## config.mk

```make
export PLATFORM = sky130hd
export DESIGN_NAME = hdmi_cfg_seq
export DESIGN_NICKNAME = d
export VERILOG_FILES = /design/src/rtl/hdmi_cfg_seq.sv
export SDC_FILE = /design/constraint.sdc
export NUM_CORES = 1
export LEC_CHECK = 0
export CORE_ASPECT_RATIO = 2
export CORE_MARGIN = 5
export CORE_UTILIZATION = 40
export DETAILED_ROUTE_END_ITERATION = 7
export PLACE_DENSITY = 0.58
export SLEW_MARGIN = 20
export SYNTH_ARGS = -nofsm -noshare
export SYNTH_HDL_FRONTEND = slang
export SYNTH_SLANG_ARGS = --single-unit
```

## constraint.sdc

```tcl
create_clock -name CLK -period 2.36 [get_ports CLK]
set_input_delay 0.472 -clock CLK [delete_from_list [all_inputs] [get_ports CLK]]
set_output_delay 0.472 -clock CLK [all_outputs]
set_load 0.05 [all_outputs]
```

## src/rtl/hdmi_cfg_seq.sv

```systemverilog
// HDMI transmitter power-up register sequencer: walks a {reg,data} table and writes each entry over I2C.
// Build macro CFG_HPD_EN adds an HPD input that gates START, starts on its rising edge and aborts runs.
module hdmi_cfg_seq #(
   parameter logic [6:0] DEV_ADDR   = 7'h39,
   parameter logic [7:0] NUM_WRITES = 8'd32,
   parameter logic [1:0] RETRY_MAX  = 2'd3
) (
   input  logic        CLK,
   input  logic        RST_n,
   input  logic        TICK,
   input  logic        START,
`ifdef CFG_HPD_EN
   input  logic        HPD,
`endif
   output logic [7:0]  CFG_ADDR,
   input  logic [15:0] CFG_DATA,
   input  logic        SDA_IN,
   output logic        SCL_OE,
   output logic        SDA_OE,
   output logic        BUSY,
   output logic        DONE,
   output logic        ERR
);

   localparam logic [3:0] S_IDLE = 4'd0;
   localparam logic [3:0] S_LOAD = 4'd1;
   localparam logic [3:0] S_STA  = 4'd2;
   localparam logic [3:0] S_BYTE = 4'd3;
   localparam logic [3:0] S_ACK  = 4'd4;
   localparam logic [3:0] S_STO  = 4'd5;
   localparam logic [3:0] S_GAP  = 4'd6;
   localparam logic [3:0] S_FIN  = 4'd7;
   localparam logic [3:0] S_FAIL = 4'd8;

   logic [3:0]  state_reg;
   logic [1:0]  ph_reg;
   logic [2:0]  bit_reg;
   logic [1:0]  byte_reg;
   logic [23:0] frame_reg;
   logic [1:0]  retry_reg;
   logic        nack_reg;
   logic        ack_smp_reg;
   logic        start_go;
   logic        abort_now;
   logic        scl_low_ph;

`ifdef CFG_HPD_EN
   logic hpd_q_reg;
   logic abort_reg;

   // hpd_q_reg follows HPD through reset so a plug held high does not fake a rising edge.
   always_ff @(posedge CLK) begin
      if (!RST_n) begin
         hpd_q_reg <= HPD;
         abort_reg <= 1'b0;
      end else begin
         hpd_q_reg <= HPD;
         if (state_reg == S_IDLE)
            abort_reg <= 1'b0;
         else if (!HPD)
            abort_reg <= 1'b1;
      end
   end

   assign start_go  = HPD & (START | ~hpd_q_reg);
   assign abort_now = abort_reg | ~HPD;
`else
   assign start_go  = START;
   assign abort_now = 1'b0;
`endif

   // SCL is held low in the first and last quarter of every data/ack bit slot.
   assign scl_low_ph = (ph_reg == 2'd0) || (ph_reg == 2'd3);

   always_ff @(posedge CLK) begin
      if (!RST_n) begin
         state_reg   <= S_IDLE;
         ph_reg      <= 2'd0;
         bit_reg     <= 3'd7;
         byte_reg    <= 2'd0;
         frame_reg   <= 24'd0;
         retry_reg   <= 2'd0;
         nack_reg    <= 1'b0;
         ack_smp_reg <= 1'b0;
         SCL_OE      <= 1'b0;
         SDA_OE      <= 1'b0;
         BUSY        <= 1'b0;
         DONE        <= 1'b0;
         ERR         <= 1'b0;
         CFG_ADDR    <= 8'd0;
      end else begin
         case (state_reg)
            S_IDLE: begin
               if (start_go) begin
                  DONE      <= 1'b0;
                  ERR       <= 1'b0;
                  BUSY      <= 1'b1;
                  CFG_ADDR  <= 8'd0;
                  retry_reg <= 2'd0;
                  state_reg <= S_LOAD;
               end
            end
            S_LOAD: begin
               if (abort_now) begin
                  BUSY      <= 1'b0;
                  CFG_ADDR  <= 8'd0;
                  state_reg <= S_IDLE;
               end else begin
                  frame_reg <= {DEV_ADDR, 1'b0, CFG_DATA};
                  ph_reg    <= 2'd0;
                  bit_reg   <= 3'd7;
                  byte_reg  <= 2'd0;
                  nack_reg  <= 1'b0;
                  state_reg <= S_STA;
               end
            end
            S_STA: begin
               if (TICK) begin
                  SDA_OE <= 1'b1;
                  SCL_OE <= ph_reg[1];
                  ph_reg <= ph_reg + 2'd1;
                  if (ph_reg == 2'd3)
                     state_reg <= abort_now ? S_STO : S_BYTE;
               end
            end
            S_BYTE: begin
               if (TICK) begin
                  SCL_OE <= scl_low_ph;
                  if (ph_reg == 2'd0)
                     SDA_OE <= ~frame_reg[23];
                  ph_reg <= ph_reg + 2'd1;
                  if (ph_reg == 2'd3) begin
                     frame_reg <= {frame_reg[22:0], 1'b0};
                     bit_reg   <= bit_reg - 3'd1;
                     if (abort_now)
                        state_reg <= S_STO;
                     else if (bit_reg == 3'd0)
                        state_reg <= S_ACK;
                  end
               end
            end
            S_ACK: begin
               if (TICK) begin
                  SCL_OE <= scl_low_ph;
                  SDA_OE <= 1'b0;
                  ph_reg <= ph_reg + 2'd1;
                  if (ph_reg == 2'd2)
                     ack_smp_reg <= SDA_IN;
                  if (ph_reg == 2'd3) begin
                     if (ack_smp_reg || (byte_reg == 2'd2) || abort_now) begin
                        nack_reg  <= ack_smp_reg;
                        state_reg <= S_STO;
                     end else begin
                        byte_reg  <= byte_reg + 2'd1;
                        state_reg <= S_BYTE;
                     end
                  end
               end
            end
            S_STO: begin
               if (TICK) begin
                  SCL_OE <= (ph_reg == 2'd0);
                  SDA_OE <= (ph_reg != 2'd3);
                  ph_reg <= ph_reg + 2'd1;
                  if (ph_reg == 2'd3) begin
                     if (abort_now) begin
                        BUSY      <= 1'b0;
                        CFG_ADDR  <= 8'd0;
                        state_reg <= S_IDLE;
                     end else begin
                        state_reg <= S_GAP;
                     end
                  end
               end
            end
            S_GAP: begin
               if (TICK) begin
                  SCL_OE <= 1'b0;
                  SDA_OE <= 1'b0;
                  ph_reg <= ph_reg + 2'd1;
                  if (ph_reg == 2'd3) begin
                     if (abort_now) begin
                        BUSY      <= 1'b0;
                        CFG_ADDR  <= 8'd0;
                        state_reg <= S_IDLE;
                     end else if (!nack_reg) begin
                        retry_reg <= 2'd0;
                        if (CFG_ADDR == NUM_WRITES - 8'd1) begin
                           state_reg <= S_FIN;
                        end else begin
                           CFG_ADDR  <= CFG_ADDR + 8'd1;
                           state_reg <= S_LOAD;
                        end
                     end else if (retry_reg < RETRY_MAX) begin
                        retry_reg <= retry_reg + 2'd1;
                        state_reg <= S_LOAD;
                     end else begin
                        state_reg <= S_FAIL;
                     end
                  end
               end
            end
            S_FIN: begin
               DONE      <= 1'b1;
               BUSY      <= 1'b0;
               CFG_ADDR  <= 8'd0;
               state_reg <= S_IDLE;
            end
            S_FAIL: begin
               // CFG_ADDR is left on the failing entry for diagnosis.
               ERR       <= 1'b1;
               BUSY      <= 1'b0;
               state_reg <= S_IDLE;
            end
            default: state_reg <= S_IDLE;
         endcase
      end
   end

endmodule

```

==> flow_metrics.tcl <==
set metrics [dict create \
    wirelength_um 6517 \
    clockBufferDepth 2 \
    yosys.cell_types.count 52 \
    p_total_mw 2.958 \
    fin_setup_tns_ns 0 \
    antenna_cells 0 \
    cts_tree "built" \
    grt_pass1_vias 2278 \
    clock_skew_ns 0.005568 \
    synth_top_area_cell "dfxtp_1" \
    clk_latency_ns 0.30 \
    synth_warnings 0 \
    syn-instance-count 310 \
    clock-sinks 52 \
    worstPathArrival_ns 2.38 \
    placementRows 42 \
    period_minus_slack_ns 2.157 \
    final-max-slew-violation-count 0 \
    crit_slowest_cell "dfxtp_1" \
    wl_per_cell_um 15.12 \
    synth_seq_cells 52 \
    die_width_um 68.58 \
    largest_register_ffs 24 \
    netlist.area_leader.share_pct 37.92 \
    initial_core_util_pct 41.13 \
    yosys-top-cells-area "dfxtp_1, mux2i_1, o211a_1, nand2_1, ha_1" \
    cp.required_ns 2.59 \
    viasPerCell 5.541 \
    outcome "completed" \
    grt_antenna_before_repair 0 \
    port_buffers 33 \
    syn_area_per_cell_um2 8.855 \
    worstSetupEndpointType "flop" \
    die_h_um 127.2 \
    crit_chain "and4bb_4 -> a22oi_4 -> o211ai_2 -> or4_1 -> a21oi_1" \
    route.detailed.drc 0 \
    cts_resized 0 \
    powerDensity_nw_per_um2 873.8 \
    cp_slowest_stage_delay_ns 0.84 \
    synth_top_family_by_area "simple AND/OR/NAND/NOR gates" \
    ys_async_sr_fraction_pct 0 \
    ys_seq_area_share_pct 37.92 \
    r2r_cells 5 \
    synth-simple-area-share_pct 22.97 \
    grt_max_degree 49 \
    vias 2388 \
    min_period_over_period_pct 91.42 \
    worst_setup_path_start_kind "flop" \
    rsz0062_at_grt "false" \
    hold_buffers 0 \
    gr-total-overflow 0 \
    grt_pass1_wl_um 10810 \
    syn-num-nets 339 \
    synthTopCellsByCount "dfxtp_1, nand2_1, mux2i_1, o211a_1, nand3_1" \
    min_path_type "reg2reg" \
    relSlewSlack_pct 47.21 \
    fmax_ghz 0.4635 \
    gr-usage-all-layers_pct 16.12 \
    multi_input_area_um2 1579 \
    dpl.hpwl_um 4783 \
    die_area_um2 8720 \
    synth_compound_area_share_pct 21.92 \
    synth_xor_area_share_pct 0.3191 \
    core_um2 6674 \
    critPathKind "reg2reg" \
    power.leakage_nw 1.412 \
    ir_worst_vdd_uv 560.0 \
    drtIter0Drc 92 \
    root_buffer "clkbuf_16" \
    hold_depth 2 \
    synth_most_common_cell "dfxtp_1" \
    fillCellCount 676 \
    cp_max_fo 22 \
    path_clk_slew_ns 0.07 \
    synth_edf_count 0 \
    synth_mux_area_share_pct 7.657 \
    synth_adder_area_share_pct 3.646 \
    post_cts_buffers 0 \
    area_delta_synth_final_pct 23.29 \
    hold_viol 0 \
    fin_nets 371 \
    htree_levels 2 \
    synth_ff_type "dfxtp_1" \
    ios 34 \
    synth_area_um2 2745 \
    register_area_um2 1041 \
    cts_buffers 5 \
    tightest_slew_ns 0.7908 \
    drive_gt1_share_pct 9.038 \
    finalSetupViolations 0 \
    dr.pass1.iters 4 \
    maxCapViolations 0 \
    postRouteAntennaNets 0 \
    gp_congestion 0.7728 \
]
## routing by layer
| layer | track usage (%) | part of all wire (%) | wire length [um] | vias up |
|---|---|---|---|---|
| li1 | - | - | - | 1195 |
| met1 | 16.79 | 38 | 2491 | 1132 |
| met2 | 29.69 | 56 | 3624 | 52 |
| met3 | 2.724 | 3.3 | 218 | 9 |
| met4 | 7.151 | 2.8 | 182 | 0 |
| met5 | 0 | 0 | 0 | - |
## final cells by class
type	instances	area share [%]
Sequential cell	52	30.76
Clock inverter	3	0.8133
Multi-Input combinational cell	225	46.65
Inverter	11	1.220
Timing Repair Buffer	47	13.60
Clock buffer	5	3.697
Tap cell	88	3.253
## layout by cell type, fill, tap and decap left out, types with 7 or more instances in the layout
cell type         n
nand3_1          17
buf_4            12
mux2i_1          21
nand4_1           7
o211a_1          21
inv_1            11
clkdlybuf4s50_1  33
dfxtp_1          52
nor2b_1           7
nand2_1          47
o21ai_0          10
a21oi_1          13
ha_1              8
## stage by stage
stage / worst slack [ns] / hold slack, ns / cells / instance area [um2] / utilization (%)
after floorplan: 0.3378 / 0.4256 / 310 / 2745 / -
after global placement: 0.2187 / 0.4369 / 423 / 3232 / 48.43
after detailed placement: 0.1710 / 0.4407 / 423 / 3232 / 48.43
after CTS: 0.2101 / 0.4515 / 431 / 3385 / 50.71
after global routing: 0.05320 / 0.4789 / 431 / 3385 / 50.71
final: 0.2026 / 0.4513 / 431 / 3385 / 50.71
## cells by family after synthesis
logic type,after synthesis
fa+ha+maj,8
simple gates,118
mux,21
flops,52
xor+xnor,1
buf+inv,33
compound gates,77
## where the power goes
part	internal (mW)	switching [mW]	leakage, nW
logic	0.451	0.551	0.916
registers	1.05	0.152	0.424
clock network	0.403	0.353	0.0719
## critical path: cells and delay by family, from the launching register on
family	cells	cell delay, ns
and+or+nand+nor	2	0.76
DFF	1	0.84
AOI/OAI and AO/OA	3	0.49
## final timing paths
kind	start	to	slack [ns]
min reg2reg	frame_reg[16]	frame_reg[16]	0.45
max reg2reg	state_reg[0]	CFG_ADDR[5]	0.20
min	frame_reg[16]	frame_reg[16]	0.45
max	state_reg[0]	CFG_ADDR[5]	0.20
Note: power is estimated with default switching activity, not from simulation.
